## config.mk

```make
export PLATFORM = sky130hd
export DESIGN_NAME = bcd_stopwatch
export DESIGN_NICKNAME = d
export VERILOG_FILES = /design/src/rtl/bcd_stopwatch.sv
export SDC_FILE = /design/constraint.sdc
export NUM_CORES = 1
export LEC_CHECK = 0
export ABC_AREA = 1
export CAP_MARGIN = 0
export CORE_AREA = 2 2 80 82
export CTS_BUF_LIST = sky130_fd_sc_hd__clkbuf_4 sky130_fd_sc_hd__clkbuf_8 sky130_fd_sc_hd__clkbuf_16
export DETAILED_ROUTE_END_ITERATION = 8
export DIE_AREA = 0 0 82 84
export PLACE_DENSITY = 0.75
export SLEW_MARGIN = 40
export SYNTH_ARGS = -nofsm -noshare
export SYNTH_HDL_FRONTEND = slang
export SYNTH_SLANG_ARGS = --single-unit
export TNS_END_PERCENT = 50
```

## constraint.sdc

```tcl
create_clock -name clock -period 1.55 [get_ports clock]
set_input_delay 0.155 -clock clock [delete_from_list [all_inputs] [get_ports clock]]
set_output_delay 0.155 -clock clock [all_outputs]
set_load 0.05 [all_outputs]
```

## src/rtl/bcd_stopwatch.sv

```systemverilog
// Four-digit BCD stopwatch (SS.hh) feeding the seven-segment display stage.
// Optional lap-freeze feature is built only when STOPWATCH_LAP_EN is defined.
module bcd_stopwatch #(
    parameter int unsigned TICK_DIVISOR = 1000000
) (
    input  logic        clock,
    input  logic        resetN,
    input  logic        startStopPulse,
    input  logic        clearPulse,
    input  logic        lapPulse,
    output logic [15:0] data,
    output logic [3:0]  pointEnable,
    output logic        running,
    output logic        overflow
);

    localparam int unsigned PW = (TICK_DIVISOR > 2) ? $clog2(TICK_DIVISOR) : 1;
    localparam logic [PW-1:0] PRESC_LAST = PW'(TICK_DIVISOR - 1);

    typedef enum logic [1:0] {
        StIdle    = 2'd0,
        StRunning = 2'd1,
        StPaused  = 2'd2
`ifdef STOPWATCH_LAP_EN
        ,
        StLap     = 2'd3
`endif
    } state_e;

    state_e         state_q;
    logic [15:0]    count_q;
    logic [PW-1:0]  presc_q;

    logic [15:0]    count_inc;
    logic           carry;
    logic           active;
    logic           tick;
    logic [PW-1:0]  presc_adv;
    logic [15:0]    count_adv;

`ifndef STOPWATCH_LAP_EN
    logic unused_lap;
    assign unused_lap = lapPulse;
`endif

    // Ripple BCD increment; carry out of the top digit marks the 99.99 wrap.
    always_comb begin
        count_inc = count_q;
        carry     = 1'b1;
        for (int i = 0; i < 4; i++) begin
            if (carry) begin
                if (count_q[4*i +: 4] == 4'd9) begin
                    count_inc[4*i +: 4] = 4'd0;
                end else begin
                    count_inc[4*i +: 4] = count_q[4*i +: 4] + 4'd1;
                    carry               = 1'b0;
                end
            end
        end
    end

    always_comb begin
`ifdef STOPWATCH_LAP_EN
        active = (state_q == StRunning) || (state_q == StLap);
`else
        active = (state_q == StRunning);
`endif
        tick      = active && (presc_q == PRESC_LAST);
        presc_adv = tick ? '0 : presc_q + PW'(1);
        count_adv = tick ? count_inc : count_q;
    end

    always_ff @(posedge clock or negedge resetN) begin
        if (!resetN) begin
            state_q     <= StIdle;
            count_q     <= '0;
            presc_q     <= '0;
            data        <= '0;
            pointEnable <= 4'b0000;
            running     <= 1'b0;
            overflow    <= 1'b0;
        end else begin
            pointEnable <= 4'b0100;
            if (clearPulse) begin
                state_q  <= StIdle;
                count_q  <= '0;
                presc_q  <= '0;
                data     <= '0;
                running  <= 1'b0;
                overflow <= 1'b0;
            end else begin
                case (state_q)
                    StIdle: begin
                        if (startStopPulse) begin
                            state_q <= StRunning;
                            running <= 1'b1;
                        end
                    end
                    StPaused: begin
                        if (startStopPulse) begin
                            state_q <= StRunning;
                            running <= 1'b1;
                        end
                    end
                    StRunning: begin
                        // Pausing holds the prescaler and drops a coincident tick.
                        if (startStopPulse) begin
                            state_q <= StPaused;
                            running <= 1'b0;
                            data    <= count_q;
                        end else begin
                            presc_q <= presc_adv;
                            count_q <= count_adv;
                            if (tick && carry) overflow <= 1'b1;
`ifdef STOPWATCH_LAP_EN
                            if (lapPulse) begin
                                state_q <= StLap;
                                data    <= count_q;
                            end else begin
                                data <= count_adv;
                            end
`else
                            data <= count_adv;
`endif
                        end
                    end
`ifdef STOPWATCH_LAP_EN
                    StLap: begin
                        if (startStopPulse) begin
                            state_q <= StPaused;
                            running <= 1'b0;
                            data    <= count_q;
                        end else begin
                            presc_q <= presc_adv;
                            count_q <= count_adv;
                            if (tick && carry) overflow <= 1'b1;
                            if (lapPulse) begin
                                state_q <= StRunning;
                                data    <= count_adv;
                            end
                        end
                    end
`endif
                    default: begin
                        state_q <= StIdle;
                        running <= 1'b0;
                    end
                endcase
            end
        end
    end

endmodule

```

# --- Word level (Yosys, flattened, before mapping) ---
# Cells that the tools add are included.
op_classes:
  add_sub_neg: 5
  n_mul: 0
  div: 0
  order_cmp: 0
  eq_ne: 15
  n_shift: 0
  muxes: 34
  bitwise: 0
  n_reduce_logical: 13
ops:
  columns: ["cell", "n"]
  rows:
  - ["2-to-1 mux 20 bit", 4]
  - ["2-to-1 mux 16 bit", 4]
  - ["2-to-1 mux 4 bit", 7]
  - ["adder 20 x 1 -> 20 bit (second input constant)", 1]
  - ["equality test 20 bit (second input constant)", 1]
  - ["adder 4 x 1 -> 4 bit (second input constant)", 4]
  - ["equality test 4 bit (second input constant)", 4]
  - ["2-to-1 mux 1 bit", 14]
  - ["!= test 3 x 2 -> 1 bit (second input constant)", 4]
  - ["AND reduction 4 bit", 3]
  - ["2-to-1 mux 2 bit", 3]
  - ["!= test 3 bit (second input constant)", 2]
  - ["AND reduction 3 bit", 2]
  - ["one-hot mux 2 bit (2 select lines)", 1]
  - ["AND reduction 2 bit", 2]
  - ["nonzero test 2 bit", 2]
  - ["!= test 3 x 1 -> 1 bit (second input constant)", 1]
  - ["equality test 2 x 1 -> 1 bit (second input constant)", 1]
  - ["equality test 2 bit (second input constant)", 1]
  - ["logical AND 1 bit", 2]
  - ["logical NOT 2 bit", 1]
  - ["!= test 2 x 1 -> 1 bit (second input constant)", 1]
  - ["one-hot mux 1 bit (2 select lines)", 1]
  - ["OR reduction 2 bit", 1]
word_totals:
  register_bits: 41
  latchBits: 0
  ramBits: 0
  rom_bits: 0
  in_bits: 5
  out_inout_bits: 22
  word_cells: 76
  mem_count: 0

# --- Logic depth before layout (Yosys ltp) ---
# Gate-level depths: netlist of run 1.
depth:
  word_depth: 10
  mapped_depth: 10
  depth_no_buf: 10

# --- Least setup slack after synthesis of run 1 ---
# OpenSTA, ideal clock, no wires.
synth_timing:
  path_kind: "reg2reg"
  startpoint: "reg count_q[0]"
  endpoint: "reg count_q[14]"
  setup_ns: 0.123
  t_arrival_ns: 1.687
  t_required_ns: 1.427
  path_slack_ns: -0.260
  path_stages_with_launch: 9
  n_path_buf: 0
  synth_period_minus_slack_ns: 1.810
  cell_sequence: "dfrtp_1 ha_1 nand2_1 nor2_1 nand3_1 o21ai_0 nand2_2 nand2_1 o21ai_1"
synth_via:
  elab_chain_len: 6
synth_lines:
  columns: ["element", "line", "text"]
  rows:
  - ["from (decl)", "31", "logic [15:0] count_q;"]
  - ["from (signal assigned)", "113", "count_q <= count_adv;"]
  - ["equality test 4 bit", "52", "if (count_q[4*i +: 4] == 4'd9) begin"]
  - ["2-to-1 mux 1 bit", "52", null]
  - ["2-to-1 mux 1 bit (2 in series)", "51", "if (carry) begin"]
  - ["!= test 3 x 2 -> 1 bit (no line)", null, null]
  - ["AND reduction 4 bit (no line)", null, null]
# Every way passes these cells.
# A chain may end at the register's enable or synchronous reset.

# --- Worst setup path after layout of run 1 ---
layout_timing:
  startpoint: "reg presc_q[0]"
  endpoint: "reg presc_q[18]"
layout_via:
  elab_chain_len: 6
  word_cells_on_any_way: 7
  classes_between: "add/sub (1); eq/ne (1); mux (4); reduce/logical (1)"
layout_lines:
  columns: ["element", "line", "text"]
  rows:
  - ["from (decl)", "32", "logic [PW-1:0] presc_q;"]
  - ["from (signal assigned)", "112", "presc_q <= presc_adv;"]
  - ["branches (longest 2 deep; another with adder 20 x 1 -> 20 bit)", null, null]
  - ["2-to-1 mux 20 bit (*)", "69", "presc_adv = tick ? '0 : presc_q + PW'(1);"]
  - ["2-to-1 mux 20 bit (*)", "107", "if (startStopPulse) begin"]
  - ["2-to-1 mux 20 bit (*)", "92", "case (state_q)"]
  - ["2-to-1 mux 20 bit (*)", "84", "if (clearPulse) begin"]
# Every way passes the cells marked *. The select of a mux whose other input is x is not followed.

==> results of run 1 <==
synthesized netlist by cell type (all sizes together):
master / instances / area [µm²]
nand2: 109 / 421.7
nor2: 42 / 177.7
dfrtp: 40 / 1001
inv: 36 / 135.1
o21ai: 26 / 130.1
nand3: 22 / 152.7
nand4: 11 / 68.82
xor2: 9 / 78.83
buf: 7 / 57.55
ha: 7 / 87.58
or2: 5 / 31.28
o22ai: 4 / 25.02
xnor2: 4 / 35.03
a21oi: 3 / 15.01
conb: 2 / 7.510
a31o: 1 / 8.760
a32o: 1 / 10.01
clkbuf: 1 / 3.750
mux2i: 1 / 10.01
o21bai: 1 / 7.510
layer usage:
| metal | share of wire | GRT usage |
|---|---|---|
| met1 | 0.43 | 0.2290 |
| met2 | 0.52 | 0.3008 |
| met3 | 0.042 | 0.03247 |
| met4 | 0.0067 | 0.05909 |
| met5 | 0 | 0 |
registers in the layout, indices dropped and copies added (netlist names):
name / flops
count_q: 16
overflow: 1
pointEnable: 1
presc_q: 20
state_q: 2
metrics by stage:
stage                     setup TNS, ns  total power, mW    util  setup slack, ns  hold WS, ns
final                                 0            3.063  0.5166          0.02057       0.3506
after global routing             -1.135            3.230  0.5166         -0.08628       0.3831
after CTS                             0            3.087  0.5084          0.01902       0.3697
after detailed placement        -0.6967            2.208  0.4846         -0.05955       0.1451
after global placement                0            2.185  0.4846        0.0009113       0.1508
after floorplan                       0            1.872       -         0.006148      -0.1406
cells by family after synthesis:
kind of cell               Yosys count
AOI/OAI and AO/OA                   36
xor gates and xnor gates            13
adders and majority gates            7
buffers and inverters               44
DFF                                 40
muxes                                1
other                                2
and+or+nand+nor                    189
area by class of cell:
cell class | count | area (µm²) | share of cell area
Sequential cell | 40 | 1011 | 0.3210
Timing Repair Buffer | 59 | 464.2 | 0.1474
Multi-Input combinational cell | 250 | 1331 | 0.4227
Tap cell | 77 | 96.34 | 0.03059
Clock inverter | 3 | 42.54 | 0.01351
Clock buffer | 5 | 68.82 | 0.02185
Inverter | 36 | 135.1 | 0.04291
final timing paths:
kind                                        startpoint                       to  slack (ns)  cells past startpoint
worst max-delay path            presc_q[0]$_DFFE_PN0P_  presc_q[18]$_DFFE_PN0P_        0.02                      9
worst min-delay path                            resetN  presc_q[19]$_DFFE_PN0P_        0.35                      3
worst max register to register  presc_q[0]$_DFFE_PN0P_  presc_q[18]$_DFFE_PN0P_        0.02                      9
worst min register to register    overflow$_DFFE_PN0P_     overflow$_DFFE_PN0P_        0.54                      2
max in group asynchronous                       resetN   presc_q[3]$_DFFE_PN0P_        0.96                      3
min in group clock                overflow$_DFFE_PN0P_     overflow$_DFFE_PN0P_        0.54                      2
repair_timing:
item,in CTS,in global routing
buffers inserted,0,2
resized for setup,5,13
pin swaps,1,8
hold endpoints to repair,40,0
hold buffers,1,0
endpoints found under the setup margin,8,23
report_power, final:
group,internal (mW),switching [mW],leakage (nW)
combinational,0.333,0.631,0.898
clock,0.476,0.386,0.0541
sequential,1.14,0.0983,0.534
total,1.95,1.12,1.49
worst max-delay path, cell delays in order, from the launching register on:
cell	delay, ns
dfrtp_1	0.40
ha_4	0.18
nand3_4	0.09
nor2_4	0.18
nand3_4	0.13
nand2_1	0.13
buf_4	0.16
nor2_1	0.05
nand2_1	0.05
nand2_1	0.04
==> results.py, run 1 <==
metrics = {
    "worst_hold_path": {
        "type_of_the_worst_min_delay_path": "input port to asynchronous set/reset pin",
    },
    "clock_network": {
        "worst_skew_pair.late_latency_ns": 0.30,
        "cts_max_level": 2,
        "cts_inserted_buffers": 5,
        "tritoncts_num_sinks": 40,
        "path_clk_slew_ns": 0.08,
        "tritoncts_clock_tree": "yes",
        "cts_max_path_buffers": 2,
        "clockRootBuffer": "clkbuf_8",
    },
    "final_layout": {
        "syn_to_final_growth_pct": 27.77,
        "most-common-layout-cells": "nand2_1 (105), buf_4 (53), nor2_1 (34)",
        "fillCellCount": 589,
        "insertedDiodeCount": 0,
        "final_common_cell": "nand2_1",
        "nets": 404,
        "fin_area_um2": 3149,
        "instances_no_fill": 470,
        "share_of_layout_cells_above_drive_strength_1": 0.2621,
    },
    "pwr": {
        "cellPowerDensity_nw_per_um2": 972.5,
        "p_leak_nw": 1.486,
        "largest_voltage_drop_on_the_vdd_net_mv": 0.6533,
    },
    "sta": {
        "period_share": 0.9867,
        "number_of_failing_setup_endpoints_in_the_final_timing_report": 0,
        "report.final.hold_viol_count": 0,
        "finalClockSkew_ns": 0.004372,
        "clock.fmax_ghz": 0.6538,
        "post-route-min-period_ns": 1.529,
        "drv_slew": 0,
        "rsz0062_at_grt": "true",
    },
    "logic_synthesis": {
        "post_synthesis_simple_gate_area_fraction": 0.3457,
        "netlist_area_um2": 2465,
        "synth.area.mux_share": 0.004061,
        "synth-compound-area-share": 0.07970,
        "synth_cell_type_count": 30,
        "yosysSeqAreaShare": 0.4061,
        "yosys.area_share.xor_xnor": 0.04619,
        "largest_family_of_logic_cells_by_synthesized_area": "simple AND/OR/NAND/NOR gates",
        "synth_warn": 0,
        "syn-instance-count": 332,
        "syn_avg_cell_area_um2": 7.424,
        "synth_seq_cells": 40,
        "synthAdderAreaFrac": 0.03553,
    },
    "drt": {
        "viasPerCell": 4.932,
        "drt_wl_total_um": 5646,
        "detailroute.via_count": 2318,
        "drc": 0,
        "ant_nets": 0,
        "drt_first_pass_iters": 5,
        "first_iter_violations": 110,
        "wl_per_cell_um": 12.01,
    },
    "place": {
        "place_congestion": 0.8315,
        "place.detailed.hpwl_um": 4117,
        "portBuffers": 22,
        "numPlacedInstances": 459,
        "placed_area_um2": 2954,
    },
    "global_route": {
        "grt_use_total": 0.1793,
        "grt_pass1_vias": 2301,
        "grt_first_pass_wirelength_um": 9908,
        "grt_start_max_net_pins": 41,
        "antenna_found_initial": 0,
        "globalRouteOverflowTotal": 0,
    },
    "die": {
        "ioPinCount": 27,
        "std_cell_rows": 29,
        "core_um2": 6096,
        "die_height_um": 84,
        "initial_utilization": 0.4044,
        "floorplan.die.width_um": 82,
        "die_area_um2": 6888,
    },
    "flow_run": {
        "cap_violations": 0,
    },
    "setup_path": {
        "arrival_ns": 1.73,
        "crit_path_max_fanout": 6,
        "worst-endpoint-required_ns": 1.75,
        "worst-setup-path-type": "flip-flop to flip-flop",
        "start_kind": "flip-flop",
        "worstSetupEndpointType": "flip-flop",
    },
    "outcome": {
        "status": "finished clean",
    },
}
No activity file was read; power rests on OpenSTA's default activity.
==> inputs of run 2 (changes only) <==
SETUP_SLACK_MARGIN = 0.05   (was unset)
==> run 2 against run 1 <==
Effect of this change:
- clock-buffer cell count unchanged
- critical endpoint is now presc_q[13]$_DFFE_PN0P_
- first-iteration DRC count is 35% higher
- utilization rose by 2.4 points
- highest routed layer unchanged
- sequential power is essentially flat
==> results.py, run 2 (same netlist as run 1, synthesis figures left out) <==
metrics = {
    "global_route": {
        "antenna_found_initial": 0,
        "grt_pass1_vias": 2356,
        "grt_first_pass_wirelength_um": 10120,
        "grt_use_total": 0.1864,
        "globalRouteOverflowTotal": 0,
        "grt_start_max_net_pins": 21,
    },
    "final_layout": {
        "largest_register_ff_count": 20,
        "syn_to_final_growth_pct": 33.81,
        "fillCellCount": 550,
        "largest_register": "presc_q",
        "reg_top3": "presc_q (20), count_q (16), state_q (2)",
        "final_common_cell": "nand2_1",
        "insertedDiodeCount": 0,
        "most-common-layout-cells": "nand2_1 (94), buf_4 (58), nor2_1 (31), dfrtp_1 (31), inv_1 (28)",
        "share_of_layout_cells_above_drive_strength_1": 0.3208,
        "layout.core_utilization": 0.5411,
        "nets": 410,
    },
    "place": {
        "place_congestion": 0.8769,
        "place_ws_ns": -0.04803,
        "place.detailed.hpwl_um": 4160,
        "portBuffers": 22,
    },
    "sta": {
        "finalClockSkew_ns": 0.003700,
        "rsz0062_at_grt": "true",
        "timing.hold.ws_ns": 0.3578,
        "clock.fmax_ghz": 0.6644,
        "report.final.hold_viol_count": 0,
        "post-route-min-period_ns": 1.505,
        "tns_ns": 0,
        "drv_slew": 0,
        "number_of_failing_setup_endpoints_in_the_final_timing_report": 0,
        "layout_setup_ws_ns": 0.04483,
        "period_share": 0.9711,
    },
    "die": {
        "floorplan.die.width_um": 82,
        "core_um2": 6096,
        "die_area_um2": 6888,
        "std_cell_rows": 29,
        "die_height_um": 84,
        "initial_utilization": 0.4044,
        "ioPinCount": 27,
    },
    "setup_path": {
        "worst_r2r_path_depth": 10,
        "worst-setup-path-type": "flip-flop to flip-flop",
        "crit_path_max_fanout": 4,
        "worst-endpoint-required_ns": 1.79,
        "worstSetupEndpointType": "flip-flop",
        "regToRegStartpoint": "presc_q[1]$_DFFE_PN0P_",
        "start_kind": "flip-flop",
        "rrSetupSlack_ns": 0.04,
        "worst_r2r_endpoint": "presc_q[13]$_DFFE_PN0P_",
        "arrival_ns": 1.75,
        "cp-endpoint": "presc_q[13]$_DFFE_PN0P_",
        "worstSetupStartpoint": "presc_q[1]$_DFFE_PN0P_",
    },
    "clock_network": {
        "cts_inserted_buffers": 5,
        "tritoncts_num_sinks": 40,
        "cts_max_level": 2,
        "cts_max_path_buffers": 2,
        "tritoncts_clock_tree": "yes",
        "worst_skew_pair.late_latency_ns": 0.30,
        "clockRootBuffer": "clkbuf_8",
        "path_clk_slew_ns": 0.08,
    },
    "drt": {
        "wl_per_cell_um": 12.70,
        "met2_length_um": 3154,
        "drt_first_pass_iters": 4,
        "detailroute.via_count": 2350,
        "viasPerCell": 4.937,
        "first_iter_violations": 148,
        "route.top_layer_used": "met4",
        "routedLengthMet1_um": 2500,
        "ant_nets": 0,
        "met3_wire_length_um": 239,
        "drt_wl_total_um": 6045,
        "drc": 0,
    },
    "pwr": {
        "report.power.total_mw": 3.166,
        "cellPowerDensity_nw_per_um2": 960.0,
        "p_leak_nw": 1.537,
        "largest_voltage_drop_on_the_vdd_net_mv": 0.7865,
    },
    "worst_hold_path": {
        "type_of_the_worst_min_delay_path": "input port to asynchronous set/reset pin",
    },
    "flow_run": {
        "cap_violations": 0,
    },
    "outcome": {
        "status": "finished clean",
    },
}
[run 2: worst min path at each step]
stage | end | slack [ns] | cells past startpoint
after global routing | pointEnable[2]$_DFF_PN0_ | 0.38 | 2
after floorplan | count_q[0]$_DFFE_PN0P_ | -0.14 | 0
after detailed placement | presc_q[1]$_DFFE_PN0P_ | 0.14 | 1
after CTS | presc_q[1]$_DFFE_PN0P_ | 0.36 | 2
after global placement | presc_q[1]$_DFFE_PN0P_ | 0.15 | 1
final | pointEnable[2]$_DFF_PN0_ | 0.36 | 2
[run 2: critical path, stage by stage, from the launching register on]
cell and delay, ns:
dfrtp_1 0.40, buf_4 0.13, nand3_1 0.12, inv_2 0.09
nand2_2 0.09, nor2_4 0.17, buf_4 0.15, inv_2 0.03
o21bai_1 0.11, nand3_1 0.08, nand2_1 0.07
[run 2: stage by stage]
| stage | area, µm² | instances |
|---|---|---|
| 3_5_place_dp | 2904 | 454 |
| 2_1_floorplan | 2484 | 334 |
| 5_1_grt | 3298 | 476 |
| 4_1_cts | 3082 | 467 |
| 6_report | 3298 | 476 |
| 3_3_place_gp | 2904 | 454 |
[run 2: layer usage]
layer / up-vias / global-route usage
met5: - / 0
met4: 0 / 0.07727
met3: 18 / 0.03247
met2: 52 / 0.3126
met1: 1095 / 0.2320
li1: 1185 / -
[run 2: repair_timing]
action	4_1_cts	5_1_grt
setup endpoints to repair	19	34
resized for setup	5	44
hold buffers	1	0
pin swaps	4	19
gates cloned	0	0
setup buffers	4	9
hold endpoints to repair	18	0
[run 2: power by group]
group	internal, mW	switching [mW]	total, mW	leakage [nW]
registers	1.14	0.112	1.25	0.533
clock network	0.477	0.394	0.871	0.0541
logic	0.378	0.668	1.05	0.950
[run 2: area by class of cell]
class / instances / area [µm²] / share of cell area
Clock buffer: 5 / 68.82 / 0.02086
Clock inverter: 3 / 42.54 / 0.01290
Inverter: 36 / 135.1 / 0.04097
Multi-Input combinational cell: 250 / 1439 / 0.4363
Sequential cell: 40 / 1012 / 0.3069
Tap cell: 77 / 96.34 / 0.02921
Timing Repair Buffer: 65 / 504.2 / 0.1529
